**config.mk**
```make
export PLATFORM = sky130hd
export DESIGN_NAME = decoder_out_serializer
export DESIGN_NICKNAME = d
export VERILOG_FILES = /design/src/rtl/decoder_pkg.sv /design/src/rtl/decoder_result_fifo.sv /design/src/rtl/decoder_out_serializer.sv
export SDC_FILE = /design/constraint.sdc
export NUM_CORES = 1
export LEC_CHECK = 0
export ABC_AREA = 1
export CAP_MARGIN = 20
export CORE_ASPECT_RATIO = 1.4
export CORE_MARGIN = 2
export CORE_UTILIZATION = 35
export DETAILED_ROUTE_END_ITERATION = 10
export RECOVER_POWER = 100
export SLEW_MARGIN = 40
export SYNTH_ARGS = -nofsm -noshare
export SYNTH_HDL_FRONTEND = slang
export SYNTH_HIERARCHICAL = 1
export SYNTH_SLANG_ARGS = --single-unit
```
**constraint.sdc**
```tcl
create_clock -name clk -period 2.4 [get_ports clk]
set_input_delay 0.48 -clock clk [delete_from_list [all_inputs] [get_ports clk]]
set_output_delay 0.48 -clock clk [all_outputs]
set_load 0.005 [all_outputs]
```
**src/rtl/decoder_pkg.sv**
```systemverilog
// Shared decoder definitions: datapath widths used by decoder_core and its
// output serializer, plus the serializer state encoding.
package decoder_pkg;

  localparam int DEC_IN_W   = 80;
  localparam int DEC_OUT_W  = 224;
  localparam int SER_WORD_W = 32;

  typedef enum logic [0:0] {
    ST_IDLE = 1'b0,
    ST_SEND = 1'b1
  } ser_state_e;

  // Index width that stays at least one bit wide for single-entry ranges.
  function automatic int idx_width(input int n);
    if (n > 1) begin
      return $clog2(n);
    end else begin
      return 1;
    end
  endfunction

endpackage

```
**src/rtl/decoder_result_fifo.sv**
```systemverilog
// Small circular result buffer; the count disambiguates full from empty and
// the head entry is presented straight from storage.
module decoder_result_fifo
  import decoder_pkg::*;
#(
  parameter int W     = DEC_OUT_W,
  parameter int DEPTH = 2
) (
  input  logic                     clk,
  input  logic                     rst_n,
  input  logic                     push,
  input  logic                     pop,
  input  logic [W-1:0]             wdata,
  output logic                     full,
  output logic                     empty,
  output logic [$clog2(DEPTH):0]   count,
  output logic [W-1:0]             head
);

  localparam int PTR_W = idx_width(DEPTH);
  localparam int LVL_W = $clog2(DEPTH) + 1;

  logic [W-1:0]     mem_q [DEPTH];
  logic [W-1:0]     mem_d [DEPTH];
  logic [PTR_W-1:0] wr_ptr_q, wr_ptr_d;
  logic [PTR_W-1:0] rd_ptr_q, rd_ptr_d;
  logic [LVL_W-1:0] count_q, count_d;

  // Next-state for storage, pointers and occupancy; pointers wrap naturally
  // because DEPTH is a power of two.
  always_comb begin
    mem_d    = mem_q;
    wr_ptr_d = wr_ptr_q;
    rd_ptr_d = rd_ptr_q;
    count_d  = count_q;
    if (push) begin
      mem_d[wr_ptr_q] = wdata;
      wr_ptr_d        = wr_ptr_q + PTR_W'(1);
    end else begin
      wr_ptr_d = wr_ptr_q;
    end
    if (pop) begin
      rd_ptr_d = rd_ptr_q + PTR_W'(1);
    end else begin
      rd_ptr_d = rd_ptr_q;
    end
    case ({push, pop})
      2'b10:   count_d = count_q + LVL_W'(1);
      2'b01:   count_d = count_q - LVL_W'(1);
      default: count_d = count_q;
    endcase
  end

  // State registers with asynchronous clear.
  always_ff @(posedge clk or negedge rst_n) begin
    if (!rst_n) begin
      for (int i = 0; i < DEPTH; i++) begin
        mem_q[i] <= '0;
      end
      wr_ptr_q <= '0;
      rd_ptr_q <= '0;
      count_q  <= '0;
    end else begin
      mem_q    <= mem_d;
      wr_ptr_q <= wr_ptr_d;
      rd_ptr_q <= rd_ptr_d;
      count_q  <= count_d;
    end
  end

  assign full  = (count_q == LVL_W'(DEPTH));
  assign empty = (count_q == LVL_W'(0));
  assign count = count_q;
  assign head  = mem_q[rd_ptr_q];

endmodule

```
**src/rtl/decoder_out_serializer.sv**
```systemverilog
// Buffers decoder_core results and streams each one LSB-first as NW words
// over valid/ready, counting sent frames and flagging dropped results.
module decoder_out_serializer
  import decoder_pkg::*;
#(
  parameter int DATA_W = DEC_OUT_W,
  parameter int WORD_W = SER_WORD_W,
  parameter int DEPTH  = 2,
  parameter int CNT_W  = 16
) (
  input  logic                     clk,
  input  logic                     rst_n,
  input  logic [DATA_W-1:0]        data_in,
  input  logic                     valid_in,
  output logic [WORD_W-1:0]        m_data,
  output logic                     m_valid,
  input  logic                     m_ready,
  output logic                     m_last,
  output logic [CNT_W-1:0]         frame_cnt,
  output logic                     overflow,
  output logic [$clog2(DEPTH):0]   fifo_level
);

  localparam int NW    = DATA_W / WORD_W;
  localparam int IDX_W = idx_width(NW);
  localparam int LVL_W = $clog2(DEPTH) + 1;

  ser_state_e        state_q, state_d;
  logic [IDX_W-1:0]  widx_q, widx_d;
  logic [CNT_W-1:0]  frame_cnt_q, frame_cnt_d;
  logic              overflow_q, overflow_d;

  logic              beat, last_word, pop, push, drop;
  logic              fifo_full, fifo_empty;
  logic [LVL_W-1:0]  fifo_count;
  logic [DATA_W-1:0] fifo_head;

  decoder_result_fifo #(
    .W     (DATA_W),
    .DEPTH (DEPTH)
  ) u_fifo (
    .clk   (clk),
    .rst_n (rst_n),
    .push  (push),
    .pop   (pop),
    .wdata (data_in),
    .full  (fifo_full),
    .empty (fifo_empty),
    .count (fifo_count),
    .head  (fifo_head)
  );

  // A full FIFO still accepts a result when the head frame leaves that cycle.
  always_comb begin
    beat      = (state_q == ST_SEND) & m_ready;
    last_word = (widx_q == IDX_W'(NW - 1));
    pop       = beat & last_word;
    push      = valid_in & (~fifo_full | pop);
    drop      = valid_in & fifo_full & ~pop;
  end

  // Serializer FSM, word index, frame counter and sticky drop flag.
  always_comb begin
    state_d     = state_q;
    widx_d      = widx_q;
    frame_cnt_d = frame_cnt_q;
    overflow_d  = overflow_q | drop;
    case (state_q)
      ST_IDLE: begin
        if (push) begin
          state_d = ST_SEND;
        end else begin
          state_d = ST_IDLE;
        end
      end
      ST_SEND: begin
        if (pop) begin
          widx_d      = '0;
          frame_cnt_d = frame_cnt_q + CNT_W'(1);
          if ((fifo_count == LVL_W'(1)) && !push) begin
            state_d = ST_IDLE;
          end else begin
            state_d = ST_SEND;
          end
        end else if (beat) begin
          widx_d = widx_q + IDX_W'(1);
        end else begin
          widx_d = widx_q;
        end
      end
      default: begin
        state_d = ST_IDLE;
        widx_d  = '0;
      end
    endcase
  end

  // Control registers with asynchronous clear.
  always_ff @(posedge clk or negedge rst_n) begin
    if (!rst_n) begin
      state_q     <= ST_IDLE;
      widx_q      <= '0;
      frame_cnt_q <= '0;
      overflow_q  <= 1'b0;
    end else begin
      state_q     <= state_d;
      widx_q      <= widx_d;
      frame_cnt_q <= frame_cnt_d;
      overflow_q  <= overflow_d;
    end
  end

  // Every output derives from registers only, so the stall hold is implicit.
  assign m_valid    = (state_q == ST_SEND);
  assign m_last     = m_valid & last_word;
  assign m_data     = fifo_head[widx_q * WORD_W +: WORD_W];
  assign frame_cnt  = frame_cnt_q;
  assign overflow   = overflow_q;
  assign fifo_level = fifo_count;

endmodule

```
==> impl_metrics.ini <==
[floorplan]
num_io_pins = 281
die_h_um = 312
fp-row-count = 113
start_util_pct = 35.2
dieArea_mm2 = 0.0701
die_x_um = 224
core_region_area_mm2 = 0.0676

[global_route]
grt_pass1_wl_mm = 122
grt_overflow = 0
grtUsageTotal_pct = 22.9
antenna_found_initial = 7
grt_pass1_vias = 19934
grt_max_degree = 105

[worst_setup_path]
critical_path_class = flop to output port
critPathCaptureType = output port
path_cells = buf_12 > buf_12 > buf_12 > buf_8 > o21ai_2 > nor2_2 > o21ai_2 > buf_4 > nand2_2 > nand2_2 > buf_2
critPathMaxFanout = 9
cp_slowest_cell = dfrtp_4
max_stage_delay_ns = 0.49
worstPathRequired_ns = 1.92
start_kind = flop
cpMostUsedCell = buf_12
arrival_ns = 2.48

[cts]
cts_tree = built
path_clk_slew_ns = 0.06
cts-root-buf = clkbuf_16
htreeDepth = 2
cts_buffer_depth = 3
clkLatencyLatePin_ns = 0.62
cts_buffers = 49
cts_sinks = 473

[final_layout]
final_util_pct = 46.6
fin_area_mm2 = 0.0315
nNetsFinal = 3531
area_growth_syn_to_layout_pct = 32.4
layout-drive-gt1-share_pct = 22.0

[place]
gp_congestion = 0.870
numPortBuffers = 280
place_area_mm2 = 0.0281
place_hpwl_mm = 57.1

[timing]
fin_ws_ns = -0.565
fmax_ghz = 0.337
rsz0062_at_grt = true
finClkSkew_ns = 0.0336
max_slew.worst_pin.slew_ns = 1.89
report.final.slew_viol_count = 19
hold_violations = 0
finalCriticalPeriod_ns = 2.96
slew_headroom_pct = -25.8
setup_violations = 315
period_share_pct = 124

[detailed_routing]
ant_nets = 0
first_iter_violations = 1666
drc = 0
drt-wirelength-per-cell_um = 19.3
drt_wl_total_mm = 81.0
firstDrtPassIters = 5
vias_per_cell = 4.89
routed-via-count = 20541

[logic_synthesis]
syn_avg_cell_area_um2 = 7.98
syn_area_mm2 = 0.0238
yosysWarnings = 6
syn_nets = 3214
synthCells = 2982

[pwr]
p_leak_nw = 15.3
power.density_mw_per_mm2 = 1430
ir_drop_mv = 0.732

[run_status]
status = finished, violations left
violations = max-capacitance violations, max-slew violations, negative setup slack

[worst_hold_path]
hold_path.class = input pin to flop

[flow_run]
cap_viol_max_count = 1
## worst max-delay path: cells and delay by family (launching register included)
kind / cells / cell delay, ns
AOI/OAI and AO/OA: 2 / 0.33
buffers and inverters: 6 / 0.88
DFF: 1 / 0.49
and+or+nand+nor: 3 / 0.19
## flip-flops by register name, indices dropped and copies added, names as in the netlist
register and count:
frame_cnt 16, m_valid 1, overflow 1, u_fifo/count 2, u_fifo/mem_q 448, u_fifo/rd_ptr_q 1, u_fifo/wr_ptr_q 1, widx_q 3
## per-layer routing
metal	global-route usage (%)	vias to the layer above	share of wire [%]
li1	-	10035	-
met1	31.3	9786	44
met2	36.2	587	46
met3	3.62	129	5.5
met4	9.89	4	4.5
met5	0	-	0.028
## final timing paths
kind                                     endpoint  cells past startpoint            start  slack (ns)
worst max-delay path                    m_data[9]                     11  u_fifo/rd_ptr_q       -0.56
worst min-delay path            u_fifo/mem_q[354]                      3     data_in[130]        0.43
worst max register to register   u_fifo/mem_q[58]                     13        widx_q[0]       -0.20
worst min register to register           overflow                      1         overflow        0.47
max in group asynchronous       u_fifo/mem_q[304]                      3            rst_n        0.07
min in group asynchronous       u_fifo/mem_q[335]                      2            rst_n        0.95
## metrics by stage
stage	instances	setup TNS, ns	hold WS [ns]	setup slack [ns]	total power, mW
floorplan	2982	0	0.184	0.0575	24.8
global placement	4084	-82.87	0.359	-0.605	32.6
detailed placement	4084	-84.81	0.357	-0.592	32.9
CTS	4201	-16.24	0.334	-0.580	44.2
global route	4202	-131.73	0.429	-0.630	48.3
finish	4204	-38.28	0.427	-0.565	45.1
## power by group
| group | total, mW | switching [mW] | internal, mW |
|---|---|---|---|
| sequential | 13.8 | 2.09 | 11.7 |
| clock | 7.96 | 3.46 | 4.50 |
| combinational | 23.4 | 13.6 | 9.85 |
## area by class of cell
type                       count  area, um2
clock buffer                  59       1320
sequential                   473      11800
antenna                        3       7.51
timing repair inverter         1       8.76
tap                          862       1080
clock inverter                32        327
inverter                     475       1800
timing repair buffer         461       5110
multi-input combinational   1838       9980
fill                        6569      36100
## timing repair
item	CTS	global route
gates resized for setup	568	169
buffers inserted	17	0
endpoints found under the hold margin	16	0
hold buffers	1	0
cloned	15	4
pin swaps	108	52
setup endpoints to repair	450	55
## placed cells by master, fill, tap and decap left out, types with 5 or more instances in the layout
cell	n
o21ai_1	171
nor2_2	12
buf_12	42
bufinv_16	5
dlygate4sd3_1	21
xnor2_1	5
dfrtp_1	469
buf_6	29
buf_16	14
nand2_2	60
nand2_4	14
o22ai_1	17
buf_4	83
clkbuf_1	10
o21ai_2	300
o21ai_4	22
buf_8	8
o22ai_2	16
clkbuf_8	6
clkbuf_16	53
nand3_1	38
buf_2	18
o21ai_0	310
nand2_1	742
clkdlybuf4s50_1	226
nor2_1	101
inv_1	473
xor2_1	5
clkinv_2	19
Note: power is estimated with default switching activity, not from simulation.
